## config.mk

```make
export PLATFORM = sky130hd
export DESIGN_NAME = image_sdram_writer
export DESIGN_NICKNAME = d
export VERILOG_FILES = /design/src/rtl/gw_image_pkg.sv /design/src/rtl/sync_fifo.sv /design/src/rtl/image_sdram_writer.sv
export SDC_FILE = /design/constraint.sdc
export NUM_CORES = 1
export LEC_CHECK = 0
export ABC_AREA = 1
export CORE_AREA = 2 2 229 231
export DETAILED_ROUTE_END_ITERATION = 12
export DIE_AREA = 0 0 231 233
export PLACE_DENSITY = 0.77
export SETUP_SLACK_MARGIN = 0.1
export SLEW_MARGIN = 20
export SYNTH_ARGS = -nofsm -noshare
export SYNTH_HDL_FRONTEND = slang
export SYNTH_SLANG_ARGS = --single-unit
```

## constraint.sdc

```tcl
create_clock -name clk -period 7.8 [get_ports clk]
set_input_delay 2.34 -clock clk [delete_from_list [all_inputs] [get_ports clk]]
set_output_delay 2.34 -clock clk [all_outputs]
set_load 0.01 [all_outputs]
```

## src/rtl/gw_image_pkg.sv

```systemverilog
// Shared constants and types for the background/mask image store in SDRAM.
// The CLEAR writer state exists only when IMG_WRITER_CLEAR_EN is defined.
package gw_image_pkg;

  localparam int unsigned IMAGE_W         = 720;
  localparam int unsigned IMAGE_H         = 720;
  localparam int unsigned BYTES_PER_PIXEL = 3;
  localparam int unsigned IMAGE_BYTES     = IMAGE_W * IMAGE_H * BYTES_PER_PIXEL;

  localparam int unsigned ADDR_W = 25;
  localparam int unsigned IDX_W  = 26;

  typedef enum logic {
    PLANE_BG   = 1'b0,
    PLANE_MASK = 1'b1
  } plane_e;

`ifdef IMG_WRITER_CLEAR_EN
  typedef enum logic [1:0] {
    ST_IDLE   = 2'd0,
    ST_STREAM = 2'd1,
    ST_DRAIN  = 2'd2,
    ST_CLEAR  = 2'd3
  } writer_state_e;
`else
  typedef enum logic [1:0] {
    ST_IDLE   = 2'd0,
    ST_STREAM = 2'd1,
    ST_DRAIN  = 2'd2
  } writer_state_e;
`endif

  localparam logic [1:0] BE_BG   = 2'b01;
  localparam logic [1:0] BE_MASK = 2'b10;
  localparam logic [1:0] BE_ALL  = 2'b11;

  typedef struct packed {
    logic [ADDR_W-1:0] addr;
    logic [7:0]        data;
    plane_e            plane;
  } wr_entry_t;

  function automatic logic [1:0] plane_be(input plane_e plane);
    return (plane == PLANE_MASK) ? BE_MASK : BE_BG;
  endfunction

endpackage

```

## src/rtl/sync_fifo.sv

```systemverilog
// Single-clock FIFO with combinational head read and an occupancy count.
// DEPTH must be a power of two so the pointers wrap naturally.
module sync_fifo #(
  parameter int unsigned WIDTH = 8,
  parameter int unsigned DEPTH = 16,
  localparam int unsigned AW   = $clog2(DEPTH)
) (
  input  logic             clk,
  input  logic             reset,
  input  logic             push,
  input  logic [WIDTH-1:0] wdata,
  input  logic             pop,
  output logic [WIDTH-1:0] rdata,
  output logic             full,
  output logic             empty,
  output logic [AW:0]      count
);

  localparam logic [AW:0] FULL_COUNT = (AW+1)'(DEPTH);

  logic [WIDTH-1:0] mem [DEPTH];
  logic [AW-1:0]    wr_ptr;
  logic [AW-1:0]    rd_ptr;
  logic             do_push;
  logic             do_pop;

  assign full    = (count == FULL_COUNT);
  assign empty   = (count == '0);
  assign do_push = push && !full;
  assign do_pop  = pop && !empty;
  assign rdata   = mem[rd_ptr];

  // NOTE: sequential state uses non-blocking assignments so every flop samples pre-edge values.
  always_ff @(posedge clk) begin
    if (reset) begin
      wr_ptr <= '0;
      rd_ptr <= '0;
      count  <= '0;
    end else begin
      if (do_push) wr_ptr <= wr_ptr + 1'b1;
      if (do_pop)  rd_ptr <= rd_ptr + 1'b1;
      case ({do_push, do_pop})
        2'b10:   count <= count + 1'b1;
        2'b01:   count <= count - 1'b1;
        default: count <= count;
      endcase
    end
  end

  // NOTE: storage is deliberately not reset; the pointers alone define what is valid.
  always_ff @(posedge clk) begin
    if (do_push) mem[wr_ptr] <= wdata;
  end

endmodule

```

## src/rtl/image_sdram_writer.sv

```systemverilog
// Write side of the interleaved background/mask image store: planar byte streams in, byte-lane SDRAM writes out.
// Defining IMG_WRITER_CLEAR_EN adds a CLEAR state that zeroes the whole region.
module image_sdram_writer #(
  parameter logic [24:0] BASE_WORD   = 25'h0,
  parameter int unsigned IMAGE_BYTES = gw_image_pkg::IMAGE_BYTES,
  parameter int unsigned FIFO_DEPTH  = 16
) (
  input  logic        clk,
  input  logic        reset,
  input  logic        dl_active,
  input  logic        dl_plane,
  input  logic        dl_wr,
  input  logic [7:0]  dl_data,
  input  logic        clear_start,
  output logic [24:0] sd_addr,
  output logic [15:0] sd_data,
  output logic [1:0]  sd_byte_en,
  output logic        sd_wr_req,
  input  logic        sd_wr_ack,
  output logic        busy,
  output logic        done,
  output logic        dl_error
);
  import gw_image_pkg::*;

  localparam int unsigned      PTR_W = $clog2(FIFO_DEPTH);
  localparam logic [IDX_W-1:0] LIMIT = IDX_W'(IMAGE_BYTES);

  writer_state_e    state;
  writer_state_e    state_next;
  logic             active_q;
  logic             rise;
  logic             start;
  logic             accept;
  plane_e           plane_q;
  plane_e           cur_plane;
  logic [IDX_W-1:0] idx;
  logic [IDX_W-1:0] cur_idx;
  logic             in_range;
  logic             push;
  logic             pop;
  wr_entry_t        push_entry;
  wr_entry_t        head;
  logic             fifo_full;
  logic             fifo_empty;
  logic [PTR_W:0]   fifo_count_unused;
  logic             in_clear;
  logic             clear_load;
  logic [24:0]      clear_addr;

  assign rise = dl_active && !active_q;
  assign busy = (state != ST_IDLE);

  // NOTE: every always_comb output gets a default first so no path can infer a latch.
  always_comb begin
    state_next = state;
    start      = 1'b0;
    accept     = 1'b0;
    done       = 1'b0;
    case (state)
      ST_IDLE: begin
        if (rise) begin
          state_next = ST_STREAM;
          start      = 1'b1;
          accept     = dl_wr;
`ifdef IMG_WRITER_CLEAR_EN
        end else if (clear_start) begin
          state_next = ST_CLEAR;
`endif
        end
      end
      ST_STREAM: begin
        accept = dl_wr;
        if (!dl_active) state_next = ST_DRAIN;
      end
      ST_DRAIN: begin
        if (fifo_empty) begin
          state_next = ST_IDLE;
          done       = 1'b1;
        end
      end
`ifdef IMG_WRITER_CLEAR_EN
      ST_CLEAR: begin
        if (!clear_load && !sd_wr_req) begin
          state_next = ST_IDLE;
          done       = 1'b1;
        end
      end
`endif
      default: state_next = ST_IDLE;
    endcase
  end

  // The rise cycle itself carries byte 0, before idx/plane_q have been loaded.
  assign cur_idx    = start ? '0 : idx;
  assign cur_plane  = start ? plane_e'(dl_plane) : plane_q;
  assign in_range   = (cur_idx < LIMIT);
  assign push       = accept && in_range && !fifo_full;
  assign push_entry = '{addr: BASE_WORD + cur_idx[ADDR_W-1:0], data: dl_data, plane: cur_plane};

  always_ff @(posedge clk) begin
    if (reset) begin
      state    <= ST_IDLE;
      active_q <= 1'b0;
      plane_q  <= PLANE_BG;
      idx      <= '0;
      dl_error <= 1'b0;
    end else begin
      state    <= state_next;
      active_q <= dl_active;
      if (start) plane_q <= plane_e'(dl_plane);

      // Dropped bytes still consume an index; the counter saturates rather than wraps.
      if (accept)     idx <= (cur_idx == '1) ? cur_idx : cur_idx + 1'b1;
      else if (start) idx <= '0;

      if (accept && !push)     dl_error <= 1'b1;
      else if (in_clear && rise) dl_error <= 1'b1;
      else if (start)          dl_error <= 1'b0;
    end
  end

  assign pop = sd_wr_req && sd_wr_ack && !in_clear;

  sync_fifo #(
    .WIDTH ($bits(wr_entry_t)),
    .DEPTH (FIFO_DEPTH)
  ) u_fifo (
    .clk   (clk),
    .reset (reset),
    .push  (push),
    .wdata (push_entry),
    .pop   (pop),
    .rdata (head),
    .full  (fifo_full),
    .empty (fifo_empty),
    .count (fifo_count_unused)
  );

`ifdef IMG_WRITER_CLEAR_EN
  logic [IDX_W-1:0] clr_cnt;

  assign in_clear   = (state == ST_CLEAR);
  assign clear_load = in_clear && (clr_cnt < LIMIT);
  assign clear_addr = BASE_WORD + clr_cnt[ADDR_W-1:0];

  always_ff @(posedge clk) begin
    if (reset) begin
      clr_cnt <= '0;
    end else if (state == ST_IDLE) begin
      clr_cnt <= '0;
    end else if (in_clear && sd_wr_req && sd_wr_ack) begin
      clr_cnt <= clr_cnt + 1'b1;
    end
  end
`else
  logic unused_clear_start;

  assign unused_clear_start = clear_start;
  assign in_clear           = 1'b0;
  assign clear_load         = 1'b0;
  assign clear_addr         = BASE_WORD;
`endif

  // The presented write stays in the FIFO until acked, so it counts toward full.
  always_ff @(posedge clk) begin
    if (reset) begin
      sd_wr_req  <= 1'b0;
      sd_addr    <= '0;
      sd_data    <= '0;
      sd_byte_en <= '0;
    end else if (sd_wr_req) begin
      if (sd_wr_ack) sd_wr_req <= 1'b0;
    end else if (clear_load) begin
      sd_wr_req  <= 1'b1;
      sd_addr    <= clear_addr;
      sd_data    <= '0;
      sd_byte_en <= BE_ALL;
    end else if (!fifo_empty) begin
      sd_wr_req  <= 1'b1;
      sd_addr    <= head.addr;
      sd_data    <= {head.data, head.data};
      sd_byte_en <= plane_be(head.plane);
    end
  end

endmodule

```

==> impl_metrics.py <==
metrics = {
    "outcome": {
        "status": "complete, no violations",
    },
    "logic_synthesis": {
        "seq_area_frac_synth_pct": 70.8,
        "netlist_instances": 2184,
        "synthTopCellsByCount": "544 x edfxtp_1, 482 x nor2_1, 380 x o21ai_0, 159 x o22ai_1, 121 x clkbuf_1",
        "syn_area_mm2": 0.0254,
        "synth.area.top_cells": "edfxtp_1 64%, o21ai_0 7.5%, nor2_1 7.1%, dfxtp_1 6.6%, o22ai_1 3.9%",
        "yosys.area_share.simple_pct": 11.1,
        "synth-seq-cells": 628,
        "synth_top_family_by_area": "compound AO/OA/AOI/OAI gates",
        "synth.avg_cell_area_um2": 11.6,
        "async_flop_share_pct": 0,
        "muxShareOfSynthArea_pct": 0,
        "synthXorXnorAreaFrac_pct": 0.826,
        "ys_types": 42,
        "synth_most_common_cell": "edfxtp_1",
        "synth_compound_area_share_pct": 12.9,
        "synth_top_area_cell": "edfxtp_1",
        "yosys_warnings": 0,
        "syn-num-nets": 2208,
        "synth-edff-count": 544,
        "synth-main-ff-cell": "edfxtp_1",
        "synthAdderAreaFrac_pct": 0.443,
        "yosys.area.top_type_share_pct": 64.2,
    },
    "setup_path": {
        "arrival_ps": 5820,
        "r2r_slack_ps": 4180,
        "startpoint_type": "input port",
        "reg2reg_from": "state[0]",
        "rr_worst_depth": 12,
        "path_max_fanout": 26,
        "crit_path_end": "u_fifo.mem[2][14]",
        "end_kind": "register",
        "crit_start": "dl_active",
        "path_cells": "clkdlybuf4s50_1 > nand2_2 > nor2_8 > nor2_8 > nand2_4 > nand3_2 > nor2_2 > nand2_4 > inv_2 > nand2_1 > nor2_4 > buf_4",
        "cp_slowest_stage_delay_ps": 930,
        "r2r-end": "u_fifo.mem[2][14]",
        "critical_path_class": "input port to register",
        "required_ps": 8110,
        "cp_slowest_cell": "nor2_4",
    },
    "global_route": {
        "grt_pass1_wl_um": 95000,
        "grt_pass1_vias": 16800,
        "track_usage_pct": 23.1,
        "overflow": 0,
        "antenna_found_initial": 1,
        "grt_max_degree": 150,
    },
    "power": {
        "total_leakage_power_uw": 0.00984,
        "power.density_mw_per_mm2": 299,
        "ir_drop_v": 0.000452,
    },
    "timing": {
        "tightest_slew_ps": 1160,
        "rsz0062_at_grt": "false",
        "report.final.slew_viol_count": 0,
        "tns_ps": 0,
        "fin_crit_sh_pct": 70.6,
        "whs_ps": 478,
        "max_freq_mhz": 181,
        "hold_viol_final": 0,
        "relSlewSlack_pct": 22.4,
        "period_needed_ps": 5510,
        "setup_violations": 0,
        "skew_ps": 14.8,
    },
    "detailed_routing": {
        "wirelength_um": 62300,
        "viasPerCell": 5.88,
        "wl_per_cell_um": 21.2,
        "ant_nets": 0,
        "routed-via-count": 17200,
        "first_iter_violations": 2256,
        "firstDrtPassIters": 6,
        "drc": 0,
    },
    "placement": {
        "io_buffers": 60,
        "place_congestion": 0.882,
        "dp_hpwl_um": 32700,
        "placement.cell_area_mm2": 0.0267,
    },
    "floorplan": {
        "fp.dieW_um": 231,
        "initial_core_util_pct": 49.8,
        "dieArea_mm2": 0.0538,
        "row_count": 83,
        "core_mm2": 0.0511,
        "ios": 62,
        "dieHeight_um": 233,
    },
    "clock_tree": {
        "cts_buffers": 60,
        "htreeDepth": 2,
        "hold_buffers": 0,
        "cts_tree": "yes",
        "cts_resized": 0,
        "clk_pin_slew_ps": 60,
        "cts_root_buf": "clkbuf_16",
        "cts_setup_buffers": 0,
        "clock_latency_ps": 620,
        "cts_buffer_depth": 3,
        "clkSinkCount": 628,
    },
    "finish": {
        "multi_input_area_mm2": 0.00657,
        "drive_gt1_share_pct": 8.88,
        "fillers": 4042,
        "area_growth_pct": 13.0,
        "num-nets-final": 2225,
        "regArea_mm2": 0.0180,
        "final_util_pct": 56.3,
        "fin_area_mm2": 0.0287,
    },
    "worst_hold_path": {
        "whs_path_depth": 2,
        "hold_class": "register to register",
    },
    "flow_run": {
        "drv_cap": 0,
    },
}
registers in the layout, summed over array words and instances (netlist names), 2 cells and up, named ones only:
register	flops
u_fifo.mem	544
idx	26
sd_addr	25
sd_data	8
u_fifo.count	5
u_fifo.rd_ptr	4
u_fifo.wr_ptr	4
sd_byte_en	2
state	2
power by group:
part / total (uW) / internal (uW) / switching, uW
clock: 2930 / 1690 / 1240
sequential: 3850 / 3750 / 92.8
combinational: 1820 / 610 / 1210
how the worst min path moves through the flow:
stage / to / startpoint / slack, ps
4_1_cts: sd_byte_en[1] / sd_byte_en[1] / 480
6_report: sd_byte_en[1] / sd_byte_en[1] / 480
5_1_grt: sd_byte_en[1] / sd_byte_en[1] / 500
3_3_place_gp: sd_byte_en[1] / sd_byte_en[1] / 460
3_5_place_dp: sd_byte_en[1] / sd_byte_en[1] / 470
2_1_floorplan: register / u_fifo.rd_ptr[2] / 460
layer usage:
| metal | track usage (%) | wire length (um) |
|---|---|---|
| met3 | 3.88 | 6020 |
| met4 | 8.37 | 1700 |
| met5 | 0 | 0 |
| met2 | 38.1 | 30100 |
| met1 | 30.8 | 24500 |
critical path: cells and delay by family:
family        cells  cell delay (ps)
simple gates      9             2430
buf+inv           3             1010
logic make-up after synthesis:
family	count (synthesis)
AO/OA/AOI/OAI	607
AND/OR/NAND/NOR	669
flip-flops	628
buffers and inverters	247
XOR/XNOR	24
adder cells (fa/ha/maj)	9
placed cells by master, fill, tap and decap left out, drive strengths merged, types with 9 or more instances in the layout:
| cell | synthesis | layout |
|---|---|---|
| edfxtp | 544 | 544 |
| nor2 | 499 | 499 |
| o21ai | 395 | 395 |
| o22ai | 159 | 159 |
| nand2 | 109 | 109 |
| inv | 103 | 106 |
| clkbuf | 121 | 85 |
| dfxtp | 84 | 84 |
| clkdlybuf4s50 | 0 | 59 |
| a21oi | 39 | 39 |
| buf | 19 | 36 |
| nand3 | 32 | 32 |
| clkinv | 4 | 23 |
| xor2 | 16 | 16 |
| nor3 | 12 | 12 |
| nand4 | 10 | 10 |
| ha | 9 | 9 |
final cells by class:
type,count,area share (%)
antenna,1,0.00871
clock buffer,85,5.79
clock inverter,29,1.13
inverter,107,1.42
multi-input combinational,1309,22.8
sequential,628,62.7
tap,680,2.96
timing repair buffer,95,3.14
through the flow:
stage	std cells	total power [uW]	setup WS (ps)
after floorplan	2184	5090	2430
final	2934	8590	2290
after global routing	2933	8950	2130
after detailed placement	2817	5710	1700
after global placement	2817	5650	1790
after CTS	2931	8620	2330
(Power assumes the default switching activity.)
